===== config.mk =====
export PLATFORM = sky130hd
export DESIGN_NAME = evt_packetizer_fifo
export DESIGN_NICKNAME = d
export VERILOG_FILES = /design/src/rtl/evt_packetizer_fifo.sv
export SDC_FILE = /design/constraint.sdc
export NUM_CORES = 1
export LEC_CHECK = 0
export ABC_AREA = 1
export ABC_CLOCK_PERIOD_IN_PS = 3600
export CAP_MARGIN = 10
export CELL_PAD_IN_SITES_DETAIL_PLACEMENT = 0
export CELL_PAD_IN_SITES_GLOBAL_PLACEMENT = 1
export CORE_ASPECT_RATIO = 1.5
export CORE_MARGIN = 2
export CORE_UTILIZATION = 50
export CTS_BUF_LIST = sky130_fd_sc_hd__clkbuf_8
export CTS_CLUSTER_SIZE = 30
export DETAILED_ROUTE_END_ITERATION = 10
export DONT_BUFFER_PORTS = 1
export PLACE_DENSITY_LB_ADDON = 0.3
export SLEW_MARGIN = 20
export SYNTH_ARGS = -nofsm -noshare
export SYNTH_HDL_FRONTEND = slang
export SYNTH_SLANG_ARGS = --single-unit

===== constraint.sdc =====
create_clock -name clk_i -period 3.6 [get_ports clk_i]
set_input_delay 0.18 -clock clk_i [delete_from_list [all_inputs] [get_ports clk_i]]
set_output_delay 0.18 -clock clk_i [all_outputs]
set_load 0.01 [all_outputs]

===== src/rtl/evt_packetizer_fifo.sv =====
// Event packetizer: stamps granted arbiter events with a free-running timestamp and buffers
// them in a DEPTH-entry FIFO. Define EVT_TS_WRAP_MARK_EN to emit timestamp-wrap marker packets.
module evt_packetizer_fifo #(
  parameter int unsigned LVL_ADD  = 3,
  parameter int unsigned LVL0_ADD = 2,
  parameter int unsigned TS_W     = 32,
  parameter int unsigned DEPTH    = 8,
  parameter int unsigned WRAP_W   = 16,
  localparam int unsigned ROW_ADD = LVL_ADD + LVL0_ADD,
  localparam int unsigned COL_ADD = LVL_ADD + LVL0_ADD,
  localparam int unsigned WIDTH   = TS_W + ROW_ADD + COL_ADD + 1,
  localparam int unsigned CNT_W   = $clog2(DEPTH) + 1
) (
  input  logic                clk_i,
  input  logic                reset_i,
  input  logic                ts_en_i,
  input  logic                evt_valid_i,
  output logic                evt_ready_o,
  input  logic [LVL_ADD-1:0]  grp_row_i,
  input  logic [LVL_ADD-1:0]  grp_col_i,
  input  logic [LVL0_ADD-1:0] pix_row_i,
  input  logic [LVL0_ADD-1:0] pix_col_i,
  input  logic                polarity_i,
  output logic                pkt_valid_o,
  input  logic                pkt_ready_i,
  output logic [WIDTH-1:0]    pkt_data_o,
  output logic                pkt_marker_o,
  output logic [CNT_W-1:0]    fifo_count_o,
  output logic [TS_W-1:0]     ts_o
);

  localparam int unsigned AW = $clog2(DEPTH);
`ifdef EVT_TS_WRAP_MARK_EN
  localparam int unsigned EntW = WIDTH + 1;
`else
  localparam int unsigned EntW = WIDTH;
`endif

  logic [TS_W-1:0]  ts_q, ts_d;
  logic [AW-1:0]    wr_ptr_q, wr_ptr_d;
  logic [AW-1:0]    rd_ptr_q, rd_ptr_d;
  logic [CNT_W-1:0] count_q, count_d;
  logic [EntW-1:0]  mem_q [DEPTH];
  logic [EntW-1:0]  wr_entry;
  logic [EntW-1:0]  head;
  logic [WIDTH-1:0] evt_pkt;
  logic             full, empty, evt_push, push, pop;

  assign full     = (count_q == CNT_W'(DEPTH));
  assign empty    = (count_q == '0);
  assign pop      = !empty && pkt_ready_i;
  assign evt_push = evt_valid_i && evt_ready_o;
  // Group bits form the MSBs of each address.
  assign evt_pkt  = {ts_q, grp_row_i, pix_row_i, grp_col_i, pix_col_i, polarity_i};
  assign head     = mem_q[rd_ptr_q];

`ifdef EVT_TS_WRAP_MARK_EN
  logic [WRAP_W-1:0] wrap_cnt_q, wrap_cnt_d;
  logic              mark_pend_q, mark_pend_d;
  logic              ts_wrap, mark_push;

  assign ts_wrap      = ts_en_i && (ts_q == {TS_W{1'b1}});
  assign mark_push    = mark_pend_q && !full;
  assign evt_ready_o  = !full && !mark_push;
  assign push         = evt_push || mark_push;
  assign wr_entry     = mark_push ? {1'b1, TS_W'(wrap_cnt_q), {(ROW_ADD + COL_ADD + 1){1'b0}}}
                                  : {1'b0, evt_pkt};
  assign pkt_marker_o = !empty && head[WIDTH];

  // A wrap while a marker is still pending only bumps the count; one marker covers both.
  always_comb begin
    wrap_cnt_d  = wrap_cnt_q;
    mark_pend_d = mark_pend_q && !mark_push;
    if (ts_wrap) begin
      wrap_cnt_d  = wrap_cnt_q + WRAP_W'(1);
      mark_pend_d = 1'b1;
    end
  end

  always_ff @(posedge clk_i) begin
    if (reset_i) begin
      wrap_cnt_q  <= '0;
      mark_pend_q <= 1'b0;
    end else begin
      wrap_cnt_q  <= wrap_cnt_d;
      mark_pend_q <= mark_pend_d;
    end
  end
`else
  logic unused_wrap_w;
  assign unused_wrap_w = ^WRAP_W;
  assign evt_ready_o   = !full;
  assign push          = evt_push;
  assign wr_entry      = evt_pkt;
  assign pkt_marker_o  = 1'b0;
`endif

  assign pkt_valid_o  = !empty;
  assign pkt_data_o   = empty ? '0 : head[WIDTH-1:0];
  assign fifo_count_o = count_q;
  assign ts_o         = ts_q;

  always_comb begin
    ts_d     = ts_en_i ? ts_q + TS_W'(1) : ts_q;
    wr_ptr_d = push ? wr_ptr_q + AW'(1) : wr_ptr_q;
    rd_ptr_d = pop ? rd_ptr_q + AW'(1) : rd_ptr_q;
    count_d  = count_q;
    if (push && !pop) begin
      count_d = count_q + CNT_W'(1);
    end else if (pop && !push) begin
      count_d = count_q - CNT_W'(1);
    end
  end

  always_ff @(posedge clk_i) begin
    if (reset_i) begin
      ts_q     <= '0;
      wr_ptr_q <= '0;
      rd_ptr_q <= '0;
      count_q  <= '0;
    end else begin
      ts_q     <= ts_d;
      wr_ptr_q <= wr_ptr_d;
      rd_ptr_q <= rd_ptr_d;
      count_q  <= count_d;
    end
  end

  // Storage needs no reset: outputs are masked while the FIFO is empty.
  always_ff @(posedge clk_i) begin
    if (push) begin
      mem_q[wr_ptr_q] <= wr_entry;
    end
  end

endmodule

==> flow_summary_export.csv <==
group,metric,value,unit
status,status,"complete, no violations",
synthesis,syn-num-nets,1389,
route,ant_nets,0,
grt,grt_max_degree,123,
power_and_ir_drop,pwr-share-comb,24.4,%
final_layout,nets,1408,
sta,hold_viol,0,
sta,setup_violations,0,
place,place_hpwl,21410,um
worst_setup_path,worst_setup_path_start_kind,"register",
die,core_area,31140,sq um
synthesis,ys_seq_area_share,71.02,%
synthesis,yosysWarnings,0,
final_layout,multi_input_area,4093,sq um
final_layout,regArea,11240,sq um
grt,grt_pass1_vias,10130,
final_layout,fillCellCount,2642,
worst_setup_path,crit_path_end_kind,"output pin",
min_path,min_path_type,"input pin to register",
sta,skew,0.01412,ns
route,vias,10280,
final_layout,stdcell_count,1835,
clock_tree,ctsResizeCount,0,
place,gp_congestion,0.7834,
clock_tree,cts_setup_buffers,0,
sta,post-route-min-period,2.952,ns
power_and_ir_drop,powerDensity,679.5,nW/um^2
sta,maxSlewHeadroom,25.77,%
worst_setup_path,max_stage_delay,0.52,ns
grt,grtUsageTotal,22.42,%
route,wl_per_cell,20.16,um
place,io_buffers,0,
power_and_ir_drop,switching_share,33.06,%
power_and_ir_drop,p_clk_share,31.1,%
sta,slew_viol_final,0,
power_and_ir_drop,worst_ir_drop_vdd,0.0007258,V
final_layout,final_common_cell,"nor2_1",
worst_setup_path,worstSetupPathType,"register to output pin",
sta,worst_pin_slew,1.113,ns
route,route.detailed.drc,0,
worst_setup_path,cp_common_cell,"nor2_1",
grt,overflow,0,
worst_setup_path,cp_data_arrival_time,2.77,ns
sta,fin_tns_setup,0,ns
clock_tree,cts_tree,"yes",
worst_setup_path,crit_chain,"inv_4 -> buf_4 -> o21ai_0 -> o22ai_1 -> nor2_1 -> nor2_1",
route,totalWireLength,36990,um
final_layout,drive_gt1_share,9.231,%
final_layout,layout_common_cells,"nor2_1 (370), edfxtp_1 (344), o21ai_0 (151), nand2_1 (121), clkbuf_8 (60)",
worst_setup_path,path_max_fanout,52,
die,dieArea,33100,sq um
die,start_util,50.79,%
die,ios,98,
die,row_count,79,
clock_tree,clock_sinks,389,
route,first_iter_violations,965,
grt,grt_pass1_wl,57070,um
sta,max_freq,0.3387,GHz
sta,fin_hold_ws,0.1982,ns
synthesis,synthCells,1366,
power_and_ir_drop,p_seq_share,44.6,%
clock_tree,cts_buffer_depth,3,
power_and_ir_drop,intPower,7.976,mW
clock_tree,postCtsHoldBufs,15,
final_layout,antenna_cells,0,
synthesis,avgSynthCellArea,11.58,sq um
synthesis,ys_types,36,
job,cap_violations,0,
route,vias_per_cell,5.603,
worst_setup_path,cpMaxStageDelayCell,"dfxtp_4",
final_layout,syn2layout_area_growth,10.88,%
die,dieHeight,221.8,um
clock_tree,cts_buffers,57,
clock_tree,cts-root-buf,"clkbuf_8",
sta,rsz0062_at_grt,"no",
power_and_ir_drop,switching_power,3.939,mW
place,placed_cells,1716,
grt,antenna_found_initial,0,
power_and_ir_drop,p_leak,6.084,nW
clock_tree,worstSkewPairLatency,0.60,ns
final_layout,final_util,56.32,%
power_and_ir_drop,power.total,11.91,mW
clock_tree,htreeDepth,2,
sta,post-route-period-util,82.00,%
synthesis,synthesis.area,15810,sq um
die,dieWidth,149.2,um
route,drt_pass1_iterations,5,
worst_setup_path,critPathRequiredTime,3.42,ns
clock_tree,path_clk_slew,0.06,ns
synthesis,ys_ff_latch,389,
-- metrics by stage --
stage | instance area (sq um) | worst slack [ns]
after floorplan | 15810 | 0.3022
after global placement | 16180 | 0.9661
after detailed placement | 16180 | 0.9159
after CTS | 17530 | 0.5967
after global routing | 17530 | 0.4480
final | 17530 | 0.6479
-- cell type report --
type	instances	area share (%)
Timing Repair Buffer	35	2.069
Sequential cell	389	64.11
Tap cell	405	2.890
Inverter	34	0.7421
Multi-Input combinational cell	868	23.34
Clock buffer	60	4.710
Clock inverter	44	2.134
-- cells by family (layout without fill, tap and decap cells) --
kind of cell / count (synthesis) / count (layout) / share of synthesized area [%]
AO/OA/AOI/OAI: 292 / 292 / 10.29
XOR/XNOR: 9 / 9 / 0.4985
AND/OR/NAND/NOR: 559 / 559 / 14.08
flip-flops: 389 / 389 / 71.02
other: 1 / 1 / 0.02371
adder cells (fa/ha/maj): 7 / 7 / 0.6013
buffers and inverters: 109 / 173 / 3.481
-- sequential cells by signal (all words and copies together), names as in the netlist, named ones only --
register and cells:
fifo_count_o 4, mem_q 344, rd_ptr_q 3, ts_o 32, wr_ptr_q 3
-- layer usage --
metal / GRT usage [%] / part of all wire, % / vias up
met2: 38.74 / 51 / 279
met5: 0 / 0 / -
met3: 4.444 / 5.5 / 58
met4: 6.759 / 2.0 / 0
met1: 28.53 / 41 / 5070
li1: - / - / 4874
-- synthesized netlist by cell type, drive strengths merged --
master | count | area share, %
nor2 | 389 | 9.5
edfxtp | 344 | 65
o21ai | 182 | 5.8
nand2 | 124 | 3.0
buf | 47 | 1.9
dfxtp | 45 | 5.7
o211ai | 43 | 2.0
o22ai | 43 | 1.7
inv | 34 | 0.81
nand3 | 30 | 0.98
clkbuf | 28 | 0.73
a21oi | 22 | 0.70
nor3 | 7 | 0.22
ha | 6 | 0.47
nand4 | 6 | 0.24
xor2 | 6 | 0.33
xnor2 | 3 | 0.17
a21o | 1 | 0.047
and3 | 1 | 0.040
conb | 1 | 0.024
fa | 1 | 0.13
nand2b | 1 | 0.040
o21a | 1 | 0.047
or2 | 1 | 0.040
-- critical path: cells and delay by family (launching register included) --
family | cells | cell delay, ns
buf+inv | 2 | 0.87
simple gates | 2 | 0.44
flops | 1 | 0.52
compound gates | 2 | 0.31
-- worst paths after layout --
check                  start        endpoint  slack, ns  depth (start not counted)
max                 register  pkt_data_o[24]       0.65                          6
max reg2reg  fifo_count_o[0]    mem_q[2][17]       0.94                          7
min                  reset_i        ts_o[15]       0.20                          3
min reg2reg      rd_ptr_q[2]        register       0.47                          2
-- power by group through the flow --
stage	logic, mW	registers, mW	clock network, mW
floorplan	2.23	5.31	0
global placement	2.88	5.40	0
detailed placement	2.90	5.41	0
CTS	2.94	5.31	3.77
global route	3.22	5.34	3.97
finish	2.90	5.31	3.70
Note: power is estimated with default switching activity, not from simulation.
